===== config.mk =====
export PLATFORM = sky130hd
export DESIGN_NAME = uart_tx_arbiter
export DESIGN_NICKNAME = d
export VERILOG_FILES = /design/src/rtl/uart_arb_pkg.sv /design/src/rtl/rr_arb2.sv /design/src/rtl/uart_tx_arbiter.sv
export SDC_FILE = /design/constraint.sdc
export NUM_CORES = 1
export LEC_CHECK = 0
export CAP_MARGIN = 20
export CORE_MARGIN = 2
export CORE_UTILIZATION = 49
export CTS_CLUSTER_DIAMETER = 50
export DETAILED_ROUTE_END_ITERATION = 8
export GPL_TIMING_DRIVEN = 0
export HOLD_SLACK_MARGIN = 0.15
export PLACE_DENSITY = 0.82
export SKIP_LAST_GASP = 1
export SLEW_MARGIN = 15
export SYNTH_ARGS = -nofsm -noshare
export SYNTH_HDL_FRONTEND = slang
export SYNTH_SLANG_ARGS = --single-unit

===== constraint.sdc =====
create_clock -name clk -period 3.95 [get_ports clk]
set_input_delay 0.79 -clock clk [delete_from_list [all_inputs] [get_ports clk]]
set_output_delay 0.79 -clock clk [all_outputs]
set_load 0.01 [all_outputs]

===== src/rtl/uart_arb_pkg.sv =====
// Shared types and constants for the two-source UART transmit arbiter.
// Requester 0 is the JTAG bridge, requester 1 the console.
package uart_arb_pkg;

    typedef enum logic [2:0] {
        IDLE,
        ARB,
        LOAD,
        WAIT_BUSY,
        WAIT_DONE
    } arb_state_t;

    localparam logic [7:0] EOM_DEFAULT = 8'h0A;
    localparam int         NUM_REQ     = 2;
    localparam int         REQ_JTAG    = 0;
    localparam int         REQ_CON     = 1;

endpackage


===== src/rtl/rr_arb2.sv =====
// Two-way round-robin picker: a lone request wins outright, and on a tie the
// requester that was not served last wins. Purely combinational, one-hot grant.
module rr_arb2
    import uart_arb_pkg::*;
(
    input  logic [NUM_REQ-1:0] req,
    input  logic               last_served,
    output logic [NUM_REQ-1:0] gnt
);

    generate
        for (genvar gi = 0; gi < NUM_REQ; gi++) begin : g_gnt
            assign gnt[gi] = req[gi] & (~req[1-gi] | (last_served != 1'(gi)));
        end
    endgenerate

endmodule


===== src/rtl/uart_tx_arbiter.sv =====
// Grants one serializer to one of two byte sources for a whole message, which ends
// on EOM_BYTE, after MAX_BURST bytes, or when the owner stays silent for IDLE_TO cycles.
module uart_tx_arbiter
    import uart_arb_pkg::*;
#(
    parameter int         MAX_BURST = 16,
    parameter logic [7:0] EOM_BYTE  = EOM_DEFAULT,
    parameter int         IDLE_TO   = 64
) (
    input  logic                    clk,
    input  logic                    rst,
    input  logic [NUM_REQ-1:0]      req_valid,
    input  logic [NUM_REQ-1:0][7:0] req_data,
    output logic [NUM_REQ-1:0]      req_ready,
    output logic [NUM_REQ-1:0]      grant,
    output logic [7:0]              tx_data,
    output logic                    tx_start,
    input  logic                    tx_empty
);

    localparam int                IDLE_W    = $clog2(IDLE_TO + 1);
    localparam logic [IDLE_W-1:0] IDLE_LAST = IDLE_W'(IDLE_TO - 1);
    localparam logic [7:0]        BURST_MAX = 8'(MAX_BURST);

    arb_state_t          state_reg, state_next;
    logic [NUM_REQ-1:0]  grant_reg, grant_next;
    logic [7:0]          tx_data_reg, tx_data_next;
    logic [7:0]          burst_reg, burst_next;
    logic [IDLE_W-1:0]   idle_reg, idle_next;
    logic                wb_reg, wb_next;
    logic                last_reg, last_next;

    logic [NUM_REQ-1:0]  rr_gnt;
    logic                owner_idx;
    logic                owner_valid;

    assign owner_idx   = grant_reg[REQ_CON];
    assign owner_valid = req_valid[owner_idx];

    rr_arb2 u_rr_arb2 (
        .req         (req_valid),
        .last_served (last_reg),
        .gnt         (rr_gnt)
    );

    always_ff @(posedge clk or posedge rst) begin
        if (rst) begin
            state_reg   <= IDLE;
            grant_reg   <= '0;
            tx_data_reg <= '0;
            burst_reg   <= '0;
            idle_reg    <= '0;
            wb_reg      <= 1'b0;
            last_reg    <= 1'(REQ_CON);
        end else begin
            state_reg   <= state_next;
            grant_reg   <= grant_next;
            tx_data_reg <= tx_data_next;
            burst_reg   <= burst_next;
            idle_reg    <= idle_next;
            wb_reg      <= wb_next;
            last_reg    <= last_next;
        end
    end

    always_comb begin
        state_next   = state_reg;
        grant_next   = grant_reg;
        tx_data_next = tx_data_reg;
        burst_next   = burst_reg;
        idle_next    = idle_reg;
        wb_next      = wb_reg;
        last_next    = last_reg;
        req_ready    = '0;
        tx_start     = 1'b0;

        unique case (state_reg)
            IDLE: begin
                grant_next = '0;
                if (|req_valid) begin
                    state_next = ARB;
                end
            end

            ARB: begin
                if (|rr_gnt) begin
                    grant_next = rr_gnt;
                    burst_next = '0;
                    idle_next  = '0;
                    state_next = LOAD;
                end else begin
                    state_next = IDLE;
                end
            end

            LOAD: begin
                if (owner_valid) begin
                    // Handshake and serializer start share the cycle so each accepted
                    // byte maps to exactly one tx_start.
                    if (tx_empty) begin
                        req_ready    = grant_reg;
                        tx_start     = 1'b1;
                        tx_data_next = req_data[owner_idx];
                        burst_next   = (burst_reg == 8'hFF) ? burst_reg : burst_reg + 8'd1;
                        idle_next    = '0;
                        wb_next      = 1'b0;
                        state_next   = WAIT_BUSY;
                    end
                end else if (idle_reg == IDLE_LAST) begin
                    grant_next = '0;
                    last_next  = owner_idx;
                    idle_next  = '0;
                    state_next = IDLE;
                end else begin
                    idle_next = idle_reg + IDLE_W'(1);
                end
            end

            WAIT_BUSY: begin
                // A serializer that never reports busy must not wedge the arbiter.
                if (!tx_empty || wb_reg) begin
                    state_next = WAIT_DONE;
                end else begin
                    wb_next = 1'b1;
                end
            end

            WAIT_DONE: begin
                if (tx_empty) begin
                    if (tx_data_reg == EOM_BYTE || burst_reg >= BURST_MAX) begin
                        grant_next = '0;
                        last_next  = owner_idx;
                        state_next = IDLE;
                    end else begin
                        state_next = LOAD;
                    end
                end
            end

            default: begin
                state_next = IDLE;
            end
        endcase
    end

    assign grant   = grant_reg;
    assign tx_data = tx_data_reg;

endmodule


==> impl_metrics.csv <==
group,metric,value,unit
synthesis,yosysTopAreaCellShare,0.3959,
clock_tree,cts-root-buf,"clkbuf_8",
layout,drive_above_1_share,0.1464,
worst_setup_path,worstSetupPathType,"input pin to output pin",
pwr,peakVddDrop,0.0003382,V
synthesis,netlist_area,1833,µm²
route,drt-vias-per-instance,5.634,
route,drt-total-wl,3.868,mm
sta,worst_pin_slew,0.6430,ns
worst_setup_path,rrSetupSlack,2.19,ns
grt,grt_overflow,0,
flow_run,maxCapViolCount,0,
worst_setup_path,start_kind,"input pin",
clock_tree,cts.htree.levels,2,
sta,hold_viol,0,
sta,period_minus_slack,3.239,ns
clock_tree,cts_hold_buf,0,
place,io_buffers,31,
grt,grt_busiest_layer,"met2",
grt,track_usage,0.2079,
layout,diodes,0,
floorplan,rows,22,
synthesis,synth_edf_count,0,
run_status,status,"complete, no violations",
worst_setup_path,cp-end-kind,"output pin",
worst_setup_path,timing.rr.end,"tx_data[2]$_DFFE_PP0P_",
worst_setup_path,reg2reg_depth,6,
sta,max_freq,308.8,MHz
clock_tree,clock_sinks,30,
synthesis,netlist.top_cell.by_area,"dfrtp_1",
min_path,hp-start,"idle_reg[6]$_DFFE_PP0P_",
grt,grt_max_degree,21,
min_path,hold_path.class,"flip-flop to flip-flop",
sta,rsz0062_at_grt,"no",
route,dr.pass1.iters,4,
route,wl_per_cell,13.48,µm
worst_setup_path,path_max_fanout,10,
clock_tree,postCtsSetupBuffers,0,
synthesis,ys_ff_latch,30,
worst_setup_path,r2r-start,"state_reg[0]$_DFFE_PP0P_",
pwr,p_leak,0.9751,nW
sta,fin_skew,0.008632,ns
place,dp_cells,279,
layout,syn_to_final_growth,27.03,%
route,ant_nets,0,
min_path,worstHoldPathCells,1,
min_path,hold_end,"idle_reg[6]$_DFFE_PP0P_",
synthesis,synth_warnings,0,
clock_tree,cts_buffer_depth,2,
synthesis,ys_seq_area_frac,0.4102,
layout,mostFrequentLayoutCells,"31 x clkdlybuf4s50_1, 29 x dfrtp_1, 23 x nand2_1",
sta,slew_headroom,0.5713,
grt,grt_pass1_vias,1582,
sta,finalCritPeriodShare,0.8199,
layout,stdcell_count,287,
worst_setup_path,cp.required,3.16,ns
synthesis,syn_area_per_cell,9.211,µm²
pwr,power_density,642.4,nW/µm²
floorplan,start_util,0.5045,
synthesis,syn_inst,199,
layout,layout.cells.most_common,"clkdlybuf4s50_1",
floorplan,die_w,65.16,µm
clock_tree,cts.clk_slew.worst_paths,0.06,ns
clock_tree,cts_tree,"built",
synthesis,synth_nets,223,
place,routabilityCongestion,0.8761,
clock_tree,clk_latency,0.29,ns
grt,use_met3,0.03938,
grt,antenna_found_initial,0,
clock_tree,numCtsBuffers,5,
floorplan,dieArea,4246,µm²
grt,grt_pass1_wl,6.734,mm
synthesis,ys.flop_type,"dfrtp_1",
synthesis,synth.area.top_cells,"dfrtp_1 40%, nand2_1 4.7%, o21ai_0 4.6%",
floorplan,dieHeight,65.16,µm
synthesis,yosysUniqueCellTypes,59,
grt,met2_usage,0.3380,
route,drt-initial-drc-count,102,
floorplan,ios,34,
layout,fin_nets,262,
worst_setup_path,cp.arrival,2.45,ns
sta,finalSetupViolCount,0,
grt,grtUsageMet1,0.2598,
sta,timing.final.max_slew_violations,0,
clock_tree,cts-resized-gates,0,
sta,finalSetupTns,0,ns
synthesis,ys_async_sr_fraction,1.000,
route,drcViolationCount,0,
floorplan,core_area,3633,µm²
route,vias,1617,
place,post-dp-hpwl,2.837,mm
through the flow:
step	worst slack (ns)	hold slack (ns)	util	power, mW	instance area (µm²)
global route	0.6056	0.5105	0.6408	1.605	2328
detailed placement	0.7060	0.4769	0.6105	1.208	2218
floorplan	1.520	0.4484	-	0.9775	1833
finish	0.7113	0.4835	0.6408	1.496	2328
global placement	0.7014	0.4626	0.6064	1.196	2203
CTS	0.7096	0.4905	0.6408	1.507	2328
critical path, stage by stage:
cell and delay [ns]:
clkdlybuf4s50_1 0.67, nand3_4 0.20, inv_2 0.13, and2_1 0.12
clkdlybuf4s50_1 0.52
cell usage after synthesis (all sizes together), types with 2 or more instances:
cell type / number
clkbuf: 3
dfrtp: 29
a21oi: 9
nand3: 10
nor3: 4
o21a: 2
nand4: 2
ha: 3
o31ai: 2
inv: 10
mux2: 2
o311ai: 2
or3: 2
nor2: 14
and2: 3
a22o: 2
nand3b: 2
nand2: 24
o211ai: 2
a32oi: 2
buf: 6
and3: 3
o21ai: 30
a31oi: 4
nor3b: 3
mux2i: 9
cell type report:
type / count / area (µm²)
Timing Repair Buffer: 32 / 325.3
Fill cell: 328 / 1305
Tap cell: 48 / 60.06
Clock buffer: 8 / 110.1
Buffer: 9 / 61.31
Inverter: 10 / 37.54
Sequential cell: 30 / 752.0
Multi-Input combinational cell: 150 / 982.2
power by group:
group / total, mW / leakage [nW] / switching (mW) / internal (mW)
registers: 0.455 / 0.395 / 0.0643 / 0.390
clock network: 0.290 / 0.0575 / 0.114 / 0.176
logic: 0.752 / 0.522 / 0.404 / 0.347
routing by layer:
layer | part of all wire | wire length (µm)
met5 | 0 | 0
met4 | 0.020 | 76
met3 | 0.048 | 184
met2 | 0.47 | 1799
met1 | 0.47 | 1808
how the worst max path moves through the flow:
stage                       from      endpoint  slack, ns
floorplan           req_valid[1]  req_ready[0]       1.52
global placement        tx_empty  req_ready[0]       0.70
detailed placement      tx_empty  req_ready[0]       0.71
CTS                     tx_empty  req_ready[0]       0.71
global route            tx_empty  req_ready[0]       0.61
finish                  tx_empty  req_ready[0]       0.71
logic make-up (layout without fill, tap and decap cells):
| logic type | after synthesis | in the layout | synth area share |
|---|---|---|---|
| AO/OA/AOI/OAI | 61 | 61 | 0.2116 |
| XOR/XNOR | 1 | 1 | 0.004779 |
| adder cells (fa/ha/maj) | 3 | 3 | 0.02048 |
| buffers and inverters | 19 | 59 | 0.05392 |
| flip-flops | 30 | 30 | 0.4102 |
| multiplexers | 11 | 11 | 0.06826 |
| AND/OR/NAND/NOR | 74 | 74 | 0.2307 |
Power figures use the tool's default switching activity.
